## config.mk

```make
export PLATFORM = sky130hd
export DESIGN_NAME = axi_ram_loader
export DESIGN_NICKNAME = d
export VERILOG_FILES = /design/src/rtl/axi_ram_loader_pkg.sv /design/src/rtl/axi_ram_loader_pack.sv /design/src/rtl/axi_ram_loader.sv
export SDC_FILE = /design/constraint.sdc
export NUM_CORES = 1
export LEC_CHECK = 0
export CAP_MARGIN = 5
export CORE_MARGIN = 3
export CORE_UTILIZATION = 65
export DETAILED_ROUTE_END_ITERATION = 16
export PLACE_DENSITY = 0.86
export SLEW_MARGIN = 10
export SYNTH_ARGS = -nofsm -noshare
export SYNTH_HDL_FRONTEND = slang
export SYNTH_SLANG_ARGS = --single-unit
```

## constraint.sdc

```tcl
create_clock -name clk -period 19.85 [get_ports clk]
set_input_delay 3.97 -clock clk [delete_from_list [all_inputs] [get_ports clk]]
set_output_delay 3.97 -clock clk [all_outputs]
set_load 0.03 [all_outputs]
```

## src/rtl/axi_ram_loader_pkg.sv

```systemverilog
// rtl/axi_ram_loader_pkg.sv - shared state encoding and AXI constants for the RAM loader
package axi_ram_loader_pkg;

  typedef enum logic [2:0] {
    ST_FILL,
    ST_AW,
    ST_W,
    ST_B,
    ST_DONE
  } state_t;

  localparam logic [1:0] BURST_INCR = 2'b01;
  localparam logic [2:0] SIZE_8B    = 3'd3;
  localparam logic [1:0] RESP_OKAY  = 2'b00;

endpackage

```

## src/rtl/axi_ram_loader_pack.sv

```systemverilog
// rtl/axi_ram_loader_pack.sv - packs stream bytes little-endian into 64-bit beats with strobes
module axi_ram_loader_pack (
  input  logic        clk,
  input  logic        rst,
  input  logic        accept,
  input  logic [7:0]  byte_data,
  input  logic        last,
  output logic [63:0] beat_data,
  output logic [7:0]  beat_strb,
  output logic        beat_close,
  output logic [2:0]  byte_ptr
);

  logic [63:0] part_data;
  logic [7:0]  part_strb;

  // The closing beat includes the byte arriving this cycle, so the buffer sees it directly.
  always_comb begin
    beat_data = part_data;
    beat_strb = part_strb;
    beat_data[{byte_ptr, 3'b000} +: 8] = byte_data;
    beat_strb[byte_ptr] = 1'b1;
    beat_close = accept && ((byte_ptr == 3'd7) || last);
  end

  always_ff @(posedge clk or posedge rst) begin
    if (rst) begin
      part_data <= '0;
      part_strb <= '0;
      byte_ptr  <= '0;
    end else if (accept) begin
      if (beat_close) begin
        part_data <= '0;
        part_strb <= '0;
        byte_ptr  <= '0;
      end else begin
        part_data <= beat_data;
        part_strb <= beat_strb;
        byte_ptr  <= byte_ptr + 3'd1;
      end
    end
  end

endmodule

```

## src/rtl/axi_ram_loader.sv

```systemverilog
// rtl/axi_ram_loader.sv - AXI4 write initiator preloading RAM from a byte stream in INCR bursts
module axi_ram_loader
  import axi_ram_loader_pkg::*;
#(
  parameter int          ID_WIDTH  = 6,
  parameter logic [31:0] BASE_ADDR = 32'h0,
  parameter logic [31:0] MEM_SIZE  = 32'h10000,
  parameter int          BURST_LEN = 8
) (
  input  logic                clk,
  input  logic                rst,
  input  logic [7:0]          i_data,
  input  logic                i_valid,
  input  logic                i_last,
  output logic                o_ready,
  output logic [ID_WIDTH-1:0] o_awid,
  output logic [31:0]         o_awaddr,
  output logic [7:0]          o_awlen,
  output logic [2:0]          o_awsize,
  output logic [1:0]          o_awburst,
  output logic                o_awvalid,
  input  logic                i_awready,
  output logic [63:0]         o_wdata,
  output logic [7:0]          o_wstrb,
  output logic                o_wlast,
  output logic                o_wvalid,
  input  logic                i_wready,
  input  logic [ID_WIDTH-1:0] i_bid,
  input  logic [1:0]          i_bresp,
  input  logic                i_bvalid,
  output logic                o_bready,
  output logic                o_init_done,
  output logic                o_init_error
);

  localparam int CNT_W = $clog2(BURST_LEN + 1);
  localparam int IDX_W = (BURST_LEN > 1) ? $clog2(BURST_LEN) : 1;
  localparam logic [CNT_W-1:0] LAST_CNT = CNT_W'(BURST_LEN - 1);

  state_t           state;
  logic [CNT_W-1:0] beat_cnt;
  logic [IDX_W-1:0] w_idx;
  logic [IDX_W-1:0] w_next;
  logic [IDX_W-1:0] wr_idx;
  logic [31:0]      beats_written;
  logic [31:0]      byte_off;
  logic [31:0]      burst_addr;
  logic             image_end;
  logic             overflow;
  logic             byte_hs;
  logic             byte_ovf;
  logic             pack_accept;
  logic [63:0]      beat_data;
  logic [7:0]       beat_strb;
  logic             beat_close;
  logic [2:0]       byte_ptr;
  logic             unused_bid;

  logic [63:0] buf_data [BURST_LEN];
  logic [7:0]  buf_strb [BURST_LEN];

  assign o_awid     = '0;
  assign o_awsize   = SIZE_8B;
  assign o_awburst  = BURST_INCR;
  assign unused_bid = ^i_bid;

  // Overflow is judged on the offset from BASE_ADDR so a RAM at the top of the map still works.
  assign byte_off    = ((beats_written + 32'(beat_cnt)) << 3) + 32'(byte_ptr);
  assign byte_ovf    = (byte_off >= MEM_SIZE);
  assign byte_hs     = i_valid && o_ready && (state == ST_FILL);
  assign pack_accept = byte_hs && !byte_ovf;
  assign burst_addr  = BASE_ADDR + (beats_written << 3);
  assign wr_idx      = beat_cnt[IDX_W-1:0];
  assign w_next      = w_idx + 1'b1;

  axi_ram_loader_pack u_pack (
    .clk        (clk),
    .rst        (rst),
    .accept     (pack_accept),
    .byte_data  (i_data),
    .last       (i_last),
    .beat_data  (beat_data),
    .beat_strb  (beat_strb),
    .beat_close (beat_close),
    .byte_ptr   (byte_ptr)
  );

  always_ff @(posedge clk) begin
    if (beat_close) begin
      buf_data[wr_idx] <= beat_data;
    end
  end

  always_ff @(posedge clk or posedge rst) begin
    if (rst) begin
      for (int i = 0; i < BURST_LEN; i++) begin
        buf_strb[i] <= '0;
      end
    end else if ((state == ST_B) && i_bvalid) begin
      for (int i = 0; i < BURST_LEN; i++) begin
        buf_strb[i] <= '0;
      end
    end else if (beat_close) begin
      buf_strb[wr_idx] <= beat_strb;
    end
  end

  always_ff @(posedge clk or posedge rst) begin
    if (rst) begin
      state         <= ST_FILL;
      beat_cnt      <= '0;
      w_idx         <= '0;
      beats_written <= '0;
      image_end     <= 1'b0;
      overflow      <= 1'b0;
      o_ready       <= 1'b0;
      o_awvalid     <= 1'b0;
      o_awaddr      <= BASE_ADDR;
      o_awlen       <= '0;
      o_wvalid      <= 1'b0;
      o_wdata       <= '0;
      o_wstrb       <= '0;
      o_wlast       <= 1'b0;
      o_bready      <= 1'b0;
      o_init_done   <= 1'b0;
      o_init_error  <= 1'b0;
    end else begin
      case (state)
        ST_FILL: begin
          o_ready <= 1'b1;
          if (byte_hs) begin
            if (byte_ovf) begin
              overflow <= 1'b1;
              o_ready  <= 1'b0;
              if (beat_cnt != '0) begin
                state     <= ST_AW;
                o_awvalid <= 1'b1;
                o_awaddr  <= burst_addr;
                o_awlen   <= 8'(beat_cnt) - 8'd1;
              end else begin
                state        <= ST_DONE;
                o_init_done  <= 1'b1;
                o_init_error <= 1'b1;
              end
            end else if (beat_close) begin
              beat_cnt  <= beat_cnt + 1'b1;
              image_end <= i_last;
              if (i_last || (beat_cnt == LAST_CNT)) begin
                // beat_cnt still holds the pre-close count, which is exactly beats-1
                state     <= ST_AW;
                o_ready   <= 1'b0;
                o_awvalid <= 1'b1;
                o_awaddr  <= burst_addr;
                o_awlen   <= 8'(beat_cnt);
              end
            end
          end
        end
        ST_AW: begin
          if (i_awready) begin
            state     <= ST_W;
            o_awvalid <= 1'b0;
            o_wvalid  <= 1'b1;
            o_wdata   <= buf_data[0];
            o_wstrb   <= buf_strb[0];
            o_wlast   <= (o_awlen == 8'd0);
            w_idx     <= '0;
          end
        end
        ST_W: begin
          if (i_wready) begin
            if (o_wlast) begin
              state    <= ST_B;
              o_wvalid <= 1'b0;
              o_wlast  <= 1'b0;
              o_bready <= 1'b1;
            end else begin
              w_idx   <= w_next;
              o_wdata <= buf_data[w_next];
              o_wstrb <= buf_strb[w_next];
              o_wlast <= (8'(w_next) == o_awlen);
            end
          end
        end
        ST_B: begin
          if (i_bvalid) begin
            o_bready <= 1'b0;
            if (i_bresp != RESP_OKAY) begin
              state        <= ST_DONE;
              o_init_done  <= 1'b1;
              o_init_error <= 1'b1;
            end else begin
              beats_written <= beats_written + 32'(beat_cnt);
              beat_cnt      <= '0;
              if (image_end || overflow) begin
                state       <= ST_DONE;
                o_init_done <= 1'b1;
                if (overflow) begin
                  o_init_error <= 1'b1;
                end
              end else begin
                state   <= ST_FILL;
                o_ready <= 1'b1;
              end
            end
          end
        end
        default: begin
        end
      endcase
    end
  end

endmodule
```

==> impl_metrics.env <==
export IMPL_antenna_found_initial=0
export IMPL_pwr_share_comb_pct=29.0
export IMPL_grt_max_degree=159
export IMPL_setup_worst_path_class="in2reg"
export IMPL_synthFlopType="edfxtp_1"
export IMPL_fin_cells=3151
export IMPL_rsz0062_at_grt="no"
export IMPL_final_common_cell="edfxtp_1"
export IMPL_p_per_area_mw_per_mm2=138
export IMPL_fillers=2767
export IMPL_drc_errors=0
export IMPL_relSlewSlack_pct=18.3
export IMPL_post_cts_buffers=0
export IMPL_finalClockSkew_ns=0.0363
export IMPL_tightestPinTransition_ns=1.23
export IMPL_finalSetupTns_ns=0
export IMPL_intPower_w=0.00351
export IMPL_min_period_over_period_pct=37.1
export IMPL_required_ns=20.09
export IMPL_initial_core_util_pct=66.1
export IMPL_cts_buffer_depth=3
export IMPL_drt_met1_wl_um=28500
export IMPL_max_freq_mhz=136
export IMPL_fin_area_sq_mm=0.0379
export IMPL_wl_per_cell_um=26.2
export IMPL_dr_pass1_iters=8
export IMPL_nNetsFinal=2451
export IMPL_maxCapViolations=0
export IMPL_grtUsageTotal_pct=31.2
export IMPL_die_width_um=233
export IMPL_h_tree_depth=3
export IMPL_tritoncts="built"
export IMPL_hp_class="reg2reg"
export IMPL_pwr_share_seq_pct=41.4
export IMPL_top_layer_used="met4"
export IMPL_most_common_layout_cells="512 x edfxtp_1, 395 x nand2_1, 292 x dfrtp_1"
export IMPL_ios=153
export IMPL_hpwl_um=41800
export IMPL_antennaDiodeCount=0
export IMPL_critPathBufInv=2
export IMPL_cp_top_family="simple AND/OR/NAND/NOR gates"
export IMPL_clk_root_buffer_cell="clkbuf_16"
export IMPL_area_growth_pct=13.5
export IMPL_critPathMaxStageDelay_ns=0.83
export IMPL_coreArea_sq_mm=0.0505
export IMPL_clkLatencyLatePin_ns=0.64
export IMPL_worst_path_max_delay_cell="buf_4"
export IMPL_yosys_warnings=0
export IMPL_power_frac_clock_pct=29.6
export IMPL_grt_overflow_total=0
export IMPL_synth_cell_types=70
export IMPL_grt_pass1_vias=22200
export IMPL_arrival_ns=7.60
export IMPL_portBuffers=132
export IMPL_synth_top_area_share_pct=46.1
export IMPL_switchingPower_w=0.00173
export IMPL_endpoint_kind="register"
export IMPL_synth_area_sq_mm=0.0334
export IMPL_setup_viol=0
export IMPL_swShare_pct=33.0
export IMPL_hold_violations=0
export IMPL_synthCells=2326
export IMPL_gp_congestion=0.896
export IMPL_dieArea_sq_mm=0.0541
export IMPL_num_rows=82
export IMPL_dpl_cell_area_sq_mm=0.0352
export IMPL_holdBufCountCts=0
export IMPL_netlist_top_cells_area="edfxtp_1 46%, dfrtp_1 22%, mux4_2 9.7%"
export IMPL_async_flop_share_pct=36.4
export IMPL_cts_buffers=78
export IMPL_p_leak_nw=13.9
export IMPL_route_vias_total=21100
export IMPL_yosys_register_bits=805
export IMPL_ys_seq_area_share_pct=68.1
export IMPL_crit_chain="clkdlybuf4s50_1 > nand3_1 > nor2_1 > and2_1 > nand2_1 > nor2_4 > buf_4"
export IMPL_crit_path_start_kind="primary input"
export IMPL_path_clk_slew_ns=0.06
export IMPL_die_y_um=233
export IMPL_ir_drop_uv=105
export IMPL_drive_gt1_share_pct=16.8
export IMPL_place_inst=3006
export IMPL_synth_edf_count=512
export IMPL_period_needed_ns=7.37
export IMPL_wirelength_um=82500
export IMPL_wl_met3_um=7740
export IMPL_postRouteAntennaNets=0
export IMPL_wl_met2_um=42100
export IMPL_outcome="completed"
export IMPL_cts_sinks=805
export IMPL_post_cts_resized=0
export IMPL_avgSynthCellArea_sq_um=14.3
export IMPL_report_final_slew_viol_count=0
export IMPL_drtIter0Drc=2531
export IMPL_drt_vias_per_instance=6.71
export IMPL_worstPathMaxFanout=48
export IMPL_grt_pass1_wl_um=127000
export IMPL_synth_area_leader_cell="edfxtp_1"
metal layers:
metal | vias to the layer above | global-route usage [%]
met5 | - | 0
met4 | 0 | 16.0
met3 | 320 | 5.24
met2 | 1449 | 52.2
met1 | 10600 | 40.0
li1 | 8828 | -
worst reg2reg max path, cell delays in order, from the launching register on:
cell and delay (ns):
dfrtp_1 0.60, ha_1 0.35, fa_1 0.42, a21o_1 0.22, o21ai_4 0.23, nor2_1 0.13, a2111oi_0 0.43, o21ai_0 0.14
and4b_1 0.28, buf_4 0.30, and2_1 0.50, nand2_1 0.33, nor2_4 0.64, buf_4 0.83
sequential cells by signal, indices dropped and copies added (netlist names), 3 cells and up:
signal and flops:
buf_data 512, buf_strb 64, o_wdata 64, u_pack.part_data 64, beats_written 29, o_awaddr 29
o_wstrb 8, u_pack.part_strb 8, o_awlen 5, beat_cnt 4, state 3, u_pack.byte_ptr 3
w_idx 3
cell families (layout without fill, tap and decap cells):
logic type,after synthesis,after routing,share of synthesized area [%]
flops,805,805,68.1
mux,243,243,13.1
xor+xnor,37,37,0.971
fa+ha+maj,13,13,0.510
compound gates,424,424,6.72
simple gates,632,632,8.37
buf+inv,170,311,2.25
other cells,2,14,0.0225
final timing paths:
check	endpoint	depth (start not counted)	from	slack, ns
hold / removal	o_init_done$_DFFE_PP0P_	1	o_init_done$_DFFE_PP0P_	0.47
hold reg to reg	o_init_done$_DFFE_PP0P_	1	o_init_done$_DFFE_PP0P_	0.47
setup / recovery	buf_data[3][60]$_DFFE_PP_	7	i_valid	12.48
min in group asynchronous	o_wdata[17]$_DFFE_PP0P_	2	rst	3.95
setup reg to reg	buf_data[3][60]$_DFFE_PP_	13	beat_cnt[0]$_DFFE_PP0P_	14.07
max in group asynchronous	o_wstrb[6]$_DFFE_PP0P_	3	rst	14.43
power by group through the flow:
stage          registers [W]  logic [W]  clock network [W]
5_1_grt              0.00218    0.00163            0.00162
3_3_place_gp         0.00217    0.00140                  0
2_1_floorplan        0.00229   0.000907                  0
6_report             0.00217    0.00152            0.00155
4_1_cts              0.00216    0.00151            0.00155
3_5_place_dp         0.00219    0.00147                  0
layout make-up:
type	instances	area [sq um]	share of cell area (%)
flip-flops and latches	805	22700	60.0
multi-input cells	1363	10100	26.6
clock buffers	105	2170	5.74
inverters	10	45.0	0.119
clock inverters	39	499	1.32
well taps	672	841	2.22
repair buffers	157	1540	4.07
synthesized netlist by cell type (7+ instances only):
cell	number
nand3_1	84
nor2_1	47
nand2_1	397
nor3_1	27
buf_2	14
mux2_2	91
dfrtp_1	293
ha_1	12
clkbuf_1	104
inv_1	8
and2_1	7
nand4_1	13
and3_1	8
a21oi_1	168
or2_2	8
buf_4	19
xor2_1	14
edfxtp_1	512
o21ai_1	34
o21ai_0	192
buf_1	19
mux4_2	144
xnor2_1	23
stage by stage:
stage	power [W]	setup WS, ns	hold WS [ns]	util (%)
3_5_place_dp	0.00366	11.90	0.456	69.7
2_1_floorplan	0.00320	7.79	0.444	-
3_3_place_gp	0.00358	12.05	0.453	69.7
6_report	0.00524	12.48	0.465	75.0
4_1_cts	0.00523	12.54	0.469	75.0
5_1_grt	0.00543	12.36	0.498	75.0
Note: power is estimated with default switching activity, not from simulation.
